`src/rtl/spi_pkg.sv`:
```
// Shared types and register map for the APB-hosted SPI master.
package spi_pkg;
   typedef enum logic [1:0] {IDLE, SHIFT, DONE} spi_state_e;

   localparam logic [2:0] CR_OFS  = 3'd0;
   localparam logic [2:0] SR_OFS  = 3'd1;
   localparam logic [2:0] TXD_OFS = 3'd2;
   localparam logic [2:0] RXD_OFS = 3'd3;
   localparam logic [2:0] DIV_OFS = 3'd4;

   localparam int CR_CS    = 0;
   localparam int CR_CPOL  = 1;
   localparam int CR_CPHA  = 2;
   localparam int CR_START = 3;

   localparam int SR_BUSY  = 0;
   localparam int SR_DONE  = 1;
endpackage

```
`src/rtl/spi_master_core.sv`:
```
// SPI master engine: SCLK divider, edge counter and shift registers.
// state | meaning
// IDLE  | sclk parked at the configured CPOL, waiting for start
// SHIFT | running 2*DATA_W SCLK edges
// DONE  | one cycle; received byte is handed to the register file
module spi_master_core
   import spi_pkg::*;
#(
   parameter int DIV_W  = 8,
   parameter int DATA_W = 8
) (
   input  logic              clk,
   input  logic              rst,
   input  logic              start,
   input  logic              start_cpol,
   input  logic              start_cpha,
   input  logic [DIV_W-1:0]  start_div,
   input  logic [DATA_W-1:0] start_tx,
   input  logic              idle_cpol,
   input  logic              miso,
   output logic              sclk,
   output logic              mosi,
   output logic              busy,
   output logic              done,
   output logic [DATA_W-1:0] rx_data
);
   localparam int EW = $clog2(2 * DATA_W);
   localparam logic [EW-1:0] LAST_EDGE = EW'(2 * DATA_W - 1);

   spi_state_e        state;
   logic              cpol_q;
   logic              cpha_q;
   logic [DIV_W-1:0]  div_q;
   logic [DIV_W-1:0]  div_cnt;
   logic [EW-1:0]     edge_cnt;
   logic [DATA_W-1:0] tx_sh;
   logic [DATA_W-1:0] rx_sh;
   logic              tick;
   logic              leading;
   logic              shift_out;
   logic              sample;

   // Even edge count means the next toggle leaves the idle level.
   assign tick      = (div_cnt == div_q);
   assign leading   = ~edge_cnt[0];
   assign shift_out = tick & (leading == cpha_q) & (edge_cnt != LAST_EDGE);
   assign sample    = tick & (leading != cpha_q);

   assign busy    = (state != IDLE);
   assign done    = (state == DONE);
   assign rx_data = rx_sh;

   always_ff @(posedge clk) begin
      if (rst) begin
         state    <= IDLE;
         sclk     <= 1'b0;
         mosi     <= 1'b0;
         cpol_q   <= 1'b0;
         cpha_q   <= 1'b0;
         div_q    <= '0;
         div_cnt  <= '0;
         edge_cnt <= '0;
         tx_sh    <= '0;
         rx_sh    <= '0;
      end else begin
         case (state)
            IDLE: begin
               sclk <= idle_cpol;
               if (start) begin
                  state    <= SHIFT;
                  cpol_q   <= start_cpol;
                  cpha_q   <= start_cpha;
                  div_q    <= start_div;
                  div_cnt  <= '0;
                  edge_cnt <= '0;
                  sclk     <= start_cpol;
                  // CPHA=0 must have the MSB on the wire before the first edge.
                  if (!start_cpha) begin
                     mosi  <= start_tx[DATA_W-1];
                     tx_sh <= start_tx << 1;
                  end else begin
                     tx_sh <= start_tx;
                  end
               end
            end
            SHIFT: begin
               if (tick) begin
                  div_cnt  <= '0;
                  sclk     <= ~sclk;
                  edge_cnt <= edge_cnt + 1'b1;
                  if (shift_out) begin
                     mosi  <= tx_sh[DATA_W-1];
                     tx_sh <= {tx_sh[DATA_W-2:0], 1'b0};
                  end
                  if (sample) begin
                     rx_sh <= {rx_sh[DATA_W-2:0], miso};
                  end
                  if (edge_cnt == LAST_EDGE) begin
                     state <= DONE;
                  end
               end else begin
                  div_cnt <= div_cnt + 1'b1;
               end
            end
            DONE: begin
               state <= IDLE;
               sclk  <= cpol_q;
            end
            default: state <= IDLE;
         endcase
      end
   end
endmodule

```
`src/rtl/apb_spi_master_periph.sv`:
```
// APB responder with one wait state: register file, read mux and SPI engine.
module apb_spi_master_periph
   import spi_pkg::*;
#(
   parameter int DIV_W  = 8,
   parameter int DATA_W = 8
) (
   input  logic        PCLK,
   input  logic        PRESET,
   input  logic [31:0] PADDR,
   input  logic [31:0] PWDATA,
   input  logic        PWRITE,
   input  logic        PENABLE,
   input  logic        PSEL,
   output logic [31:0] PRDATA,
   output logic        PREADY,
   output logic        sclk,
   output logic        mosi,
   input  logic        miso,
   output logic        cs_n
);
   logic              access;
   logic              wr_en;
   logic              rd_en;
   logic [2:0]        ofs;
   logic              cr_cs;
   logic              cr_cpol;
   logic              cr_cpha;
   logic [DATA_W-1:0] txd;
   logic [DATA_W-1:0] rxd;
   logic [DIV_W-1:0]  clkdiv;
   logic              done_flag;
   logic              core_busy;
   logic              core_done;
   logic [DATA_W-1:0] core_rx;
   logic              start;
   logic              done_clr;
   logic [31:0]       rdata_mux;
   logic              unused_bits;

   assign ofs    = PADDR[4:2];
   assign access = PSEL & PENABLE & ~PREADY;
   assign wr_en  = access & PWRITE;
   assign rd_en  = access & ~PWRITE;
   assign start  = wr_en & (ofs == CR_OFS) & PWDATA[CR_START] & ~core_busy;
   assign done_clr = (wr_en & (ofs == SR_OFS) & PWDATA[SR_DONE]) |
                     (rd_en & (ofs == RXD_OFS));
   assign cs_n   = ~cr_cs;
   assign unused_bits = ^{PADDR[31:5], PADDR[1:0], PWDATA[31:8]};

   always_comb begin
      rdata_mux = '0;
      case (ofs)
         CR_OFS: begin
            rdata_mux[CR_CS]   = cr_cs;
            rdata_mux[CR_CPOL] = cr_cpol;
            rdata_mux[CR_CPHA] = cr_cpha;
         end
         SR_OFS: begin
            rdata_mux[SR_BUSY] = core_busy;
            rdata_mux[SR_DONE] = done_flag;
         end
         TXD_OFS: rdata_mux[DATA_W-1:0] = txd;
         RXD_OFS: rdata_mux[DATA_W-1:0] = rxd;
         DIV_OFS: rdata_mux[DIV_W-1:0]  = clkdiv;
         default: rdata_mux = '0;
      endcase
   end

   always_ff @(posedge PCLK) begin
      if (PRESET) begin
         PREADY    <= 1'b0;
         PRDATA    <= '0;
         cr_cs     <= 1'b0;
         cr_cpol   <= 1'b0;
         cr_cpha   <= 1'b0;
         txd       <= '0;
         rxd       <= '0;
         clkdiv    <= '0;
         done_flag <= 1'b0;
      end else begin
         PREADY <= 1'b0;
         if (access) begin
            PREADY <= 1'b1;
            PRDATA <= rdata_mux;
         end
         if (wr_en) begin
            case (ofs)
               CR_OFS: begin
                  cr_cs   <= PWDATA[CR_CS];
                  cr_cpol <= PWDATA[CR_CPOL];
                  cr_cpha <= PWDATA[CR_CPHA];
               end
               TXD_OFS: txd    <= PWDATA[DATA_W-1:0];
               DIV_OFS: clkdiv <= PWDATA[DIV_W-1:0];
               default: ;
            endcase
         end
         // Completion beats a same-cycle clear; the read still sees the old RXD.
         if (core_done) begin
            done_flag <= 1'b1;
            rxd       <= core_rx;
         end else if (done_clr) begin
            done_flag <= 1'b0;
         end
      end
   end

   spi_master_core #(
      .DIV_W  (DIV_W),
      .DATA_W (DATA_W)
   ) u_core (
      .clk        (PCLK),
      .rst        (PRESET),
      .start      (start),
      .start_cpol (PWDATA[CR_CPOL]),
      .start_cpha (PWDATA[CR_CPHA]),
      .start_div  (clkdiv),
      .start_tx   (txd),
      .idle_cpol  (cr_cpol),
      .miso       (miso),
      .sclk       (sclk),
      .mosi       (mosi),
      .busy       (core_busy),
      .done       (core_done),
      .rx_data    (core_rx)
   );
endmodule

```
`config.mk`:
```
export PLATFORM = sky130hd
export DESIGN_NAME = apb_spi_master_periph
export DESIGN_NICKNAME = d
export VERILOG_FILES = /design/src/rtl/spi_pkg.sv /design/src/rtl/spi_master_core.sv /design/src/rtl/apb_spi_master_periph.sv
export SDC_FILE = /design/constraint.sdc
export NUM_CORES = 1
export LEC_CHECK = 0
export CAP_MARGIN = 20
export CORE_MARGIN = 4
export CORE_UTILIZATION = 48
export DETAILED_ROUTE_END_ITERATION = 10
export PLACE_DENSITY = 0.8
export SLEW_MARGIN = 0
export SYNTH_ARGS = -nofsm -noshare
export SYNTH_HDL_FRONTEND = slang
export SYNTH_SLANG_ARGS = --single-unit
```
`constraint.sdc`:
```
create_clock -name PCLK -period 2.5 [get_ports PCLK]
set_input_delay 0.5 -clock PCLK [delete_from_list [all_inputs] [get_ports PCLK]]
set_output_delay 0.5 -clock PCLK [all_outputs]
set_load 0.01 [all_outputs]
```
# --- Word-level counts from Yosys, hierarchy flattened ---
# Cells that the tools add are included.
word_totals:
  reg_bits: 79
  inputBits: 70
op_classes:
  n_addsub: 2
  n_eq_ne: 16
  mux: 29
  bitwise_logic: 20
  n_reduce_logical: 17
ops:
  columns: ["cell", "n"]
  rows:
  - ["8-bit 2-to-1 mux", 6]
  - ["8-bit case mux with 2 select lines", 2]
  - ["5-bit case mux with 3 select lines", 1]
  - ["1-bit AND", 13]
  - ["2-bit AND reduction", 6]
  - ["2-bit case mux with 5 select lines", 1]
  - ["1-bit 2-to-1 mux", 9]
  - ["3-bit AND reduction", 3]
  - ["8-bit by 1-bit adder with 8-bit output (second input constant)", 1]
  - ["8-bit == test", 1]
  - ["4-bit 2-to-1 mux", 2]
  - ["4-bit case mux with 2 select lines", 1]
  - ["3-bit by 2-bit == test with 1-bit output (second input constant)", 2]
  - ["2-bit 2-to-1 mux", 3]
  - ["2-bit by 1-bit inequality test with 1-bit output (second input constant)", 3]
  - ["1-bit inverter", 6]
  - ["2-bit nonzero test", 3]
  - ["5-bit AND reduction", 1]
  - ["4-bit by 1-bit adder with 4-bit output (second input constant)", 1]
  - ["4-bit == test (second input constant)", 1]
  - ["2-bit inequality test (second input constant)", 2]
  - ["4-bit inequality test (second input constant)", 1]
  - ["1-bit case mux with 4 select lines", 1]
  - ["2-bit case mux with 2 select lines", 1]
  - ["13 further kinds", 13]

# --- Longest topological paths before layout ---
# Gate-level depths: netlist (run 1).
depth:
  depth_word: 8
  depth_mapped: 9
  depth_no_buf: 7

# --- Hierarchy ---
# Synthesis (run 1) repeated with hierarchy kept, for this count alone.
unflattened:
  hier_cells: 461
  hier_area_um2: 3990.1
by_module_without_submodules:
  columns: ["module", "n_inst", "cells_per_inst", "area_per_inst_um2", "seq_area_each_um2"]
  rows:
  - ["spi_master_core", 1, 267, 2179.6, 840.8]
  - ["apb_spi_master_periph", 1, 194, 1810.5, 740.7]

# --- Worst setup path before layout (run 1) ---
# Ideal clock, no wire load.
synth_timing:
  path_type: "input to register"
  from: "input PADDR[3]"
  to: "register u_core.tx_sh[4]"
  setup_ns: 0.132
  arrival_time_ns: 2.113
  required_ns: 2.368
  path_slack_ns: 0.255
  path_stages: 7
  path_buffers: 2
  cell_sequence: "buf_2 > or4b_4 > o31ai_4 > nand2_4 > buf_6 > o21ai_0 > o41ai_2"
synth_via:
  elab_chain_cells: 6
synth_rtl:
  columns: ["element", "line", "rtl"]
  rows:
  - ["start: declaration", "apb_spi_master_periph.sv:10", "input logic [31:0] PADDR,"]
  - ["3-bit logical NOT", "apb_spi_master_periph.sv:45", "assign start = wr_en & (ofs == CR_OFS) & PWDATA[CR_START] & ~core_busy;"]
  - ["1-bit AND (3 in series)", "apb_spi_master_periph.sv:45", null]
  - ["2-bit inequality test (no line)", null, null]
  - ["4-bit AND reduction (no line)", null, null]
  - ["end signal: assignment", "spi_master_core.sv:80", "tx_sh <= start_tx << 1;"]
  - ["end signal: assignment", "spi_master_core.sv:82", "tx_sh <= start_tx;"]
  - ["end signal: assignment", "spi_master_core.sv:93", "tx_sh <= {tx_sh[DATA_W-2:0], 1'b0};"]
  - ["end: declaration", "spi_master_core.sv:36", "logic [DATA_W-1:0] tx_sh;"]
# No other way between the ends.
# A chain may end at the register's enable or synchronous reset.

# --- Worst setup path after layout (run 1) ---
layout_timing:
  from: "input PWDATA[3]"
  to: "register u_core.edge_cnt[3]"
layout_via:
  elab_chain_cells: 4
layout_rtl:
  columns: ["element", "line", "rtl"]
  rows:
  - ["start: declaration", "apb_spi_master_periph.sv:11", "input logic [31:0] PWDATA,"]
  - ["1-bit AND (2 in series)", "apb_spi_master_periph.sv:45", null]
  - ["2-bit inequality test (no line)", null, null]
  - ["3-bit AND reduction (no line)", null, null]
  - ["end signal: assignment", "spi_master_core.sv:90", "edge_cnt <= edge_cnt + 1'b1;"]
  - ["end: declaration", "spi_master_core.sv:35", "logic [EW-1:0] edge_cnt;"]
# No other way between the ends.

==> out/qor.yml, run 1 <==
vdd_drop_max_uv: 453
die_h_um: 98.0
status: "finished, final reports clean"
cts_setup_buffers: 0
final_common_cell: "dfxtp_1"
p_per_area_mw_per_mm2: 554
cts.sink_count: 79
cts_root_buf: "clkbuf_8"
hold_slack_ns: 0.467
finalCritPeriodShare_pct: 96.5
synth_top_area_share_pct: 40.6
dpl.hpwl_um: 6180
synth_compound_area_share_pct: 14.6
final-seq-area_mm2: 0.00158
most-common-layout-cells: "dfxtp_1, nor2_1, mux2i_1"
final_net_count: 548
leakagePower_nw: 1.75
drt-pass1-iter-count: 5
synth_flop_cell: "dfxtp_1"
finalSetupViolations: 0
synth_edf_count: 0
rows: 32
postSynthCellCount: 440
ys_ff_latch: 79
multi_input_area_mm2: 0.00207
antenna_found_initial: 0
cts_hold_buf: 0
drc: 0
total_power_mw: 2.45
dieArea_mm2: 0.00961
grt_first_pass_wirelength_um: 13900
synth.cell_area_mm2: 0.00389
routed_wl_um: 8620
grt_pass1_vias: 2953
fill_cells: 686
critPathKind: "in2reg"
maxCapViolCount: 0
start_kind: "primary input"
numCtsBuffers: 9
die_x_um: 98.0
h-tree-depth: 3
arrival_ns: 2.70
postCtsResizedCells: 0
synth_xor_area_share_pct: 3.38
avgRoutedWirePerCell_um: 14.9
gp_routability_congestion: 0.871
yosysTopAreaCell: "dfxtp_1"
period_minus_slack_ns: 2.41
yosysSeqAreaShare_pct: 40.6
syn_area_per_cell_um2: 8.84
grt_max_degree: 36
tightest_slew_ns: 0.660
drv_slew: 0
vias: 3192
cp.required_ns: 2.79
max_clock_freq_ghz: 0.415
drt_iter0_drc: 236
endpoint_kind: "flip-flop"
clkTransAtPathRegs_ns: 0.09
synth.distinct_cells: 50
rsz0062_at_grt: "false"
ios: 106
relSlewSlack_pct: 56.0
clockBufferDepth: 2
synthMuxAreaShare_pct: 12.2
layout-drive-gt1-share_pct: 10.5
synth-simple-area-share_pct: 18.7
finalHoldViolCount: 0
min_path_type: "reg2reg"
synth_top_family_by_area: "simple AND/OR/NAND/NOR gates"
synth.area.top_cells: "dfxtp_1, mux2i_1, nor2_1"
yosysWarnings: 0
cts_tree: "yes"
skew_ns: 0.0134
initial_core_util_pct: 49.8
clk_latency_ns: 0.36
coreArea_mm2: 0.00781
vias_per_cell: 5.51
synth-async-reset-ratio_pct: 0
diodes: 0
gr-total-overflow: 0
syn_to_final_growth_pct: 13.8
port_buffers: 28
synth_fa_ha_area_share_pct: 1.93
crit_fanout: 5
grt_usage_pct: 17.6
ant_nets: 0
==> final timing paths <==
path              startpoint            endpoint  slack (ns)  cells past startpoint
max                PWDATA[3]  u_core.edge_cnt[3]        0.09                      6
max reg2reg  u_core.state[0]  u_core.edge_cnt[3]        0.39                      7
min            u_core.cpol_q       u_core.cpol_q        0.47                      2
min reg2reg    u_core.cpol_q       u_core.cpol_q        0.47                      2
==> stage by stage <==
step                setup WS (ns)  cell area, um2  cells  util [%]  setup TNS (ns)
finish                     0.0882            4430    579      56.7               0
global route               0.0652            4430    579      56.7               0
CTS                         0.141            4430    579      56.7               0
detailed placement         -0.205            4240    563      54.3           -1.39
global placement           -0.175            4240    563      54.3          -0.976
floorplan                   0.255            3980    463         -               0
==> sequential cells by signal (all words and copies together), names as in the netlist <==
| name | count |
|---|---|
| cr_cpol | 1 |
| cr_cs | 1 |
| PRDATA | 8 |
| done_flag | 1 |
| u_core.state | 2 |
| u_core.div_q | 8 |
| u_core.div_cnt | 8 |
| u_core.tx_sh | 8 |
| u_core.cpol_q | 1 |
| u_core.edge_cnt | 4 |
| cr_cpha | 1 |
| u_core.rx_data | 8 |
| PREADY | 1 |
| clkdiv | 8 |
| u_core.cpha_q | 1 |
| u_core.mosi | 1 |
| u_core.sclk | 1 |
| rxd | 8 |
| txd | 8 |
==> Yosys cell counts, drive strengths merged (2+ instances only) <==
| master | count |
|---|---|
| a21o | 2 |
| a21oi | 27 |
| a22oi | 10 |
| a311oi | 3 |
| a31oi | 2 |
| and3 | 3 |
| buf | 33 |
| clkbuf | 17 |
| dfxtp | 79 |
| ha | 6 |
| inv | 9 |
| mux2i | 43 |
| mux4 | 2 |
| nand2 | 29 |
| nand2b | 2 |
| nand3 | 13 |
| nand3b | 2 |
| nand4 | 6 |
| nand4b | 3 |
| nor2 | 65 |
| nor2b | 13 |
| nor3 | 6 |
| o21ai | 20 |
| o31ai | 4 |
| o41ai | 9 |
| or2 | 2 |
| or4 | 3 |
| xnor2 | 10 |
| xor2 | 5 |
==> power breakdown <==
| part | total [mW] | switching, mW | internal, mW |
|---|---|---|---|
| Clock | 0.928 | 0.536 | 0.392 |
| Sequential | 1.28 | 0.00886 | 1.27 |
| Combinational | 0.247 | 0.152 | 0.0950 |
| Total | 2.45 | 0.697 | 1.76 |
==> critical path: stages <==
cell             delay, ns
clkdlybuf4s50_1       0.58
or4b_4                0.55
nor3_2                0.30
a21oi_2               0.13
or4_1                 0.51
a21oi_1               0.14
==> cells by family after synthesis <==
| family | after synthesis |
|---|---|
| xor gates and xnor gates | 15 |
| other | 1 |
| buffers and inverters | 59 |
| and+or+nand+nor | 151 |
| AOI/OAI and AO/OA | 84 |
| muxes | 45 |
| DFF | 79 |
| adders and majority gates | 6 |
==> layer usage <==
layer / wire length (um) / up-vias / GRT usage (%) / part of all wire (%)
li1: - / 1563 / - / -
met1: 3700 / 1519 / 22.0 / 43
met2: 4400 / 94 / 29.3 / 51
met3: 379 / 16 / 4.29 / 4.4
met4: 137 / 0 / 7.03 / 1.6
met5: 0 / - / 0 / 0
==> cell type report <==
| cell class | count | area share [%] |
|---|---|---|
| clock buffers | 9 | 2.80 |
| well taps | 102 | 2.88 |
| clock inverters | 7 | 1.50 |
| repair buffers | 48 | 9.61 |
| flip-flops and latches | 79 | 35.7 |
| inverters | 9 | 0.763 |
| multi-input cells | 325 | 46.7 |
Power figures use the tool's default switching activity.
==> run 2: changes to the inputs <==
Settings changed: CTS_CLUSTER_SIZE set to 8.
==> results of run 2 <==
The final DEF is identical to that of run 1; final timing and power are the same.
